--- config.mk ---
export PLATFORM = sky130hd
export DESIGN_NAME = mem_halfword_access
export DESIGN_NICKNAME = d
export VERILOG_FILES = /design/src/rtl/mem_halfword_access.sv
export SDC_FILE = /design/constraint.sdc
export NUM_CORES = 1
export LEC_CHECK = 0
export CAP_MARGIN = 20
export CORE_ASPECT_RATIO = 1.4
export CORE_UTILIZATION = 45
export DETAILED_ROUTE_END_ITERATION = 8
export HOLD_SLACK_MARGIN = 0.1
export MAX_ROUTING_LAYER = met4
export PLACE_DENSITY = 0.94
export SYNTH_ARGS = -nofsm -noshare
export SYNTH_HDL_FRONTEND = slang
export SYNTH_SLANG_ARGS = --single-unit
--- constraint.sdc ---
create_clock -name clk -period 4.74 [get_ports clk]
set_clock_uncertainty 0.1 [all_clocks]
set_input_delay 0.474 -clock clk [delete_from_list [all_inputs] [get_ports clk]]
set_output_delay 0.474 -clock clk [all_outputs]
set_load 0.05 [all_outputs]
--- src/rtl/mem_halfword_access.sv ---
// MEM-stage load/store sequencer: runs one req/ack memory transaction at a time,
// selects the addressed 16-bit lane for half-word loads and feeds the extender.
module mem_halfword_access #(
    parameter int MAX_WAIT = 15
) (
    input  logic        clk,
    input  logic        reset,
    input  logic        req_valid,
    output logic        req_ready,
    input  logic        req_write,
    input  logic        req_half,
    input  logic        req_sign,
    input  logic [31:0] req_addr,
    input  logic [31:0] req_wdata,
    output logic        resp_valid,
    output logic [31:0] resp_word,
    output logic [15:0] halfWord,
    output logic        SIG_ExtHalf,
    output logic        resp_is_half,
    output logic        misaligned,
    output logic        timeout,
    output logic        stall,
    output logic        mem_req,
    output logic        mem_we,
    output logic [31:0] mem_addr,
    output logic [31:0] mem_wdata,
    output logic [3:0]  mem_be,
    input  logic        mem_ack,
    input  logic [31:0] mem_rdata
);

    localparam logic [1:0] S_IDLE = 2'd0;
    localparam logic [1:0] S_WAIT = 2'd1;
    localparam logic [1:0] S_RESP = 2'd2;

    localparam logic [7:0] WAIT_LAST = 8'(MAX_WAIT - 1);

    logic [1:0] state;
    logic [7:0] wait_cnt;
    logic       op_write;
    logic       op_half;
    logic       op_sign;
    logic       op_lane;
    logic       accept;
    logic       addr_bad;

    // Handshake: a request is consumed in any cycle where req_valid and req_ready
    // are both high; req_ready is high exactly when the sequencer is idle.
    assign req_ready = (state == S_IDLE);
    assign stall     = (state == S_IDLE) ? req_valid : 1'b1;
    assign accept    = req_valid && req_ready;
    assign addr_bad  = req_half ? req_addr[0] : (req_addr[1:0] != 2'b00);

    always_ff @(posedge clk) begin
        if (reset) begin
            state        <= S_IDLE;
            wait_cnt     <= 8'd0;
            op_write     <= 1'b0;
            op_half      <= 1'b0;
            op_sign      <= 1'b0;
            op_lane      <= 1'b0;
            resp_valid   <= 1'b0;
            resp_word    <= 32'd0;
            halfWord     <= 16'd0;
            SIG_ExtHalf  <= 1'b0;
            resp_is_half <= 1'b0;
            misaligned   <= 1'b0;
            timeout      <= 1'b0;
            mem_req      <= 1'b0;
            mem_we       <= 1'b0;
            mem_addr     <= 32'd0;
            mem_wdata    <= 32'd0;
            mem_be       <= 4'd0;
        end else begin
            resp_valid <= 1'b0;
            misaligned <= 1'b0;
            timeout    <= 1'b0;
            case (state)
                S_IDLE: begin
                    wait_cnt <= 8'd0;
                    if (accept) begin
                        if (addr_bad) begin
                            // Misaligned requests are consumed without touching memory.
                            misaligned <= 1'b1;
                        end else begin
                            state    <= S_WAIT;
                            op_write <= req_write;
                            op_half  <= req_half;
                            op_sign  <= req_sign;
                            op_lane  <= req_addr[1];
                            mem_req  <= 1'b1;
                            mem_we   <= req_write;
                            mem_addr <= {req_addr[31:2], 2'b00};
                            if (req_half) begin
                                mem_wdata <= {req_wdata[15:0], req_wdata[15:0]};
                                mem_be    <= req_addr[1] ? 4'b1100 : 4'b0011;
                            end else begin
                                mem_wdata <= req_wdata;
                                mem_be    <= 4'b1111;
                            end
                        end
                    end
                end
                S_WAIT: begin
                    if (mem_ack) begin
                        state      <= S_RESP;
                        mem_req    <= 1'b0;
                        mem_we     <= 1'b0;
                        mem_be     <= 4'd0;
                        resp_valid <= 1'b1;
                        if (!op_write) begin
                            resp_word    <= mem_rdata;
                            halfWord     <= op_lane ? mem_rdata[31:16] : mem_rdata[15:0];
                            SIG_ExtHalf  <= op_sign;
                            resp_is_half <= op_half;
                        end
                    end else if (wait_cnt == WAIT_LAST) begin
                        state   <= S_IDLE;
                        mem_req <= 1'b0;
                        mem_we  <= 1'b0;
                        mem_be  <= 4'd0;
                        timeout <= 1'b1;
                    end else begin
                        wait_cnt <= wait_cnt + 8'd1;
                    end
                end
                S_RESP: begin
                    state <= S_IDLE;
                end
                default: begin
                    state <= S_IDLE;
                end
            endcase
        end
    end

endmodule
==> impl_metrics.json <==
{
  "synth_top_family_by_area": "simple AND/OR/NAND/NOR gates",
  "setup_violations": 0,
  "synth_edf_count": 0,
  "synth_adder_area_share_pct": 0.4874,
  "period_share_pct": 52.17,
  "fillCellCount": 797,
  "post_cts_buffers": 0,
  "slew_violations": 0,
  "place_hpwl_um": 9939,
  "cts_root_buf": "clkbuf_16",
  "cp-start-kind": "primary input",
  "vias_per_cell": 5.126,
  "synth_mux_area_share_pct": 6.239,
  "min_period_ps": 2473,
  "hold_buffers": 0,
  "fin_ws_ps": 2267,
  "drt_iter0_markers": 157,
  "synthSimpleGateAreaFrac_pct": 19.86,
  "syn_area_per_cell_um2": 8.430,
  "hold-path-cell-count": 2,
  "htree_num_levels": 4,
  "insertion_delay_ps": 400,
  "grt_remaining_overflow": 0,
  "grt_max_degree": 83,
  "post-route-drc-count": 0,
  "timing.final.hold_violations": 0,
  "postPlaceCellArea_um2": 7373,
  "netlist_instances": 609,
  "peakVddDrop_mv": 0.2719,
  "worstPathArrival_ps": 2640,
  "utilization_pct": 72.70,
  "finalSetupTns_ps": 0,
  "ant_nets": 0,
  "vias": 4931,
  "place.port_buffers": 225,
  "die_area_um2": 11850,
  "rows": 45,
  "first_pass_iters": 4,
  "wl_per_cell_um": 14.88,
  "crit_path_end_kind": "flop",
  "cts_buffers": 17,
  "pin_count": 228,
  "synth_cell_types": 40,
  "synth-compound-area-share_pct": 16.48,
  "timing.rr.end": "halfWord[5]$_SDFFE_PP0P_",
  "powerDensity_nw_per_um2": 375.0,
  "area_growth_pct": 55.47,
  "antenna_found_initial": 0,
  "initial_core_util_pct": 46.76,
  "crit_type": "primary input to flop",
  "die_h_um": 128.4,
  "cts_tree": "yes",
  "holdPathEnd": "resp_is_half$_SDFFE_PP0P_",
  "grt_pass1_vias": 4867,
  "synth-seq-area-share_pct": 51.86,
  "seq_area_um2": 2663,
  "yosys.area.top_type_share_pct": 51.86,
  "tightest_slew_ps": 1083,
  "finalPower_uw": 2993,
  "cts_sinks": 133,
  "netlist_area_um2": 5134,
  "regToRegStartpoint": "state[0]$_SDFFE_PP0P_",
  "final_nets": 913,
  "multi_input_area_um2": 2236,
  "hp-class": "flop to flop",
  "clockBufferDepth": 2,
  "regToRegSetupSlack_ps": 2420,
  "grt_pass1_wl_um": 22600,
  "rsz0062_at_grt": "false",
  "cts_resized": 0,
  "gp_congestion": 0.8019,
  "worstPathRequired_ps": 4900,
  "p_leak_uw": 0.002813,
  "synthArstFlopShare_pct": 0,
  "synth_xor_area_share_pct": 0.1706,
  "ys.warnings.count": 0,
  "synth_top_area_cell": "dfxtp_1",
  "place_ws_ps": 1859,
  "drt_wl_total_um": 14320,
  "max_freq_mhz": 404.4,
  "min_from": "resp_is_half$_SDFFE_PP0P_",
  "fp.coreArea_um2": 10980,
  "timing.slew.headroom_pct": 27.67,
  "die-width_um": 92.27,
  "ys.flop_type": "dfxtp_1",
  "ys_ff_latch": 133,
  "reg2reg_depth": 5,
  "synth_area_leaders": "dfxtp_1 (52%), nand2_1 (12%), a21oi_1 (8.9%), mux2i_1 (6.2%), a211oi_1 (4.7%)",
  "outcome": "completed",
  "final_cell_area_um2": 7981,
  "layout-drive-gt1-share_pct": 5.116,
  "maxCapViolations": 0,
  "path_clk_slew_ps": 60,
  "grt_usage_pct": 25.01,
  "cp_max_fo": 51,
  "insertedDiodeCount": 0
}
[logic make-up (layout without fill, tap and decap cells)]
group,after synthesis,in the layout
AOI/OAI and AO/OA,143,143
adders and majority gates,2,2
DFF,133,133
and+or+nand+nor,242,242
other,1,2
buffers and inverters,55,266
xor gates and xnor gates,1,1
muxes,32,32
[worst max-delay path by stage]
stage                     startpoint                        end  slack [ps]  cells past startpoint
4_1_cts                     req_half  mem_wdata[2]$_SDFFE_PP0P_        2240                      6
6_report                    req_half  mem_addr[25]$_SDFFE_PP0P_        2270                      6
2_1_floorplan  state[1]$_SDFFE_PP0P_                      stall        2530                      3
3_5_place_dp                req_half  mem_wdata[4]$_SDFFE_PP0P_        1860                      6
3_3_place_gp                req_half  mem_addr[21]$_SDFFE_PP0P_        1900                      6
5_1_grt                      mem_ack   halfWord[5]$_SDFFE_PP0P_        2060                      6
[synth_stat cells (2+ instances only)]
cell,n
a211o_1,2
a211oi_1,32
a21oi_1,91
and4b_1,2
buf_1,4
buf_2,15
buf_4,6
clkbuf_1,25
dfxtp_1,133
ha_1,2
inv_1,5
mux2i_1,32
nand2_1,168
nand2b_1,3
nand3_1,2
nand3b_1,2
nor2_1,40
nor2b_1,4
nor3_1,6
nor3b_1,3
nor4b_1,2
o21ai_0,7
o2bb2ai_1,2
o41ai_1,2
or3_1,4
[cells in the final DEF, fill, tap and decap left out, types with 3 or more instances in the layout]
master           instances
nor2b_1                  4
mux2i_1                 32
a211oi_1                32
dfxtp_1                133
nor2_1                  39
clkbuf_16               17
inv_1                    5
buf_4                    5
clkdlybuf4s50_1        224
clkinvlp_4               3
clkinv_4                 5
nor3b_1                  3
nor3_1                   6
or3_1                    3
nand2_1                168
a21oi_1                 91
nand2b_1                 3
bufinv_16                3
o21ai_0                  7
[report_power, final]
group | switching, µW | internal (µW) | total, µW
logic | 281 | 192 | 473
clock network | 496 | 833 | 1330
registers | 28.5 | 1160 | 1190
total | 806 | 2190 | 2990
[critical path: stages]
cell             delay [ps]
clkdlybuf4s50_1         460
buf_4                   300
nor2b_1                 170
or3_2                   890
nand2_1                 220
a21oi_1                  90
[registers in the layout (all words and copies together) (netlist names)]
name	flops
halfWord	16
resp_word	32
mem_we	1
mem_addr	30
resp_is_half	1
mem_wdata	32
SIG_ExtHalf	1
timeout	1
op_lane	1
mem_req	1
op_half	1
op_sign	1
state	2
resp_valid	1
wait_cnt	8
misaligned	1
mem_be	2
op_write	1
[final cells by class]
type | count | area share, %
sequential | 133 | 33.36
timing repair buffer | 229 | 28.56
multi-input combinational | 422 | 28.01
clock buffer | 18 | 5.377
clock inverter | 14 | 2.242
tap | 141 | 2.210
inverter | 5 | 0.2351
[stage by stage]
step / hold WS, ps / instances
2_1_floorplan: 332.1 / 610
3_3_place_gp: 340.3 / 930
3_5_place_dp: 345.5 / 930
4_1_cts: 353.3 / 962
5_1_grt: 369.7 / 962
6_report: 349.5 / 962
[metal layers]
layer	global-route usage [%]	share of wire, %
met5	-	0
met4	13.51	4.0
met3	4.610	4.7
met2	45.35	53
met1	25.26	38
(Power assumes the default switching activity.)
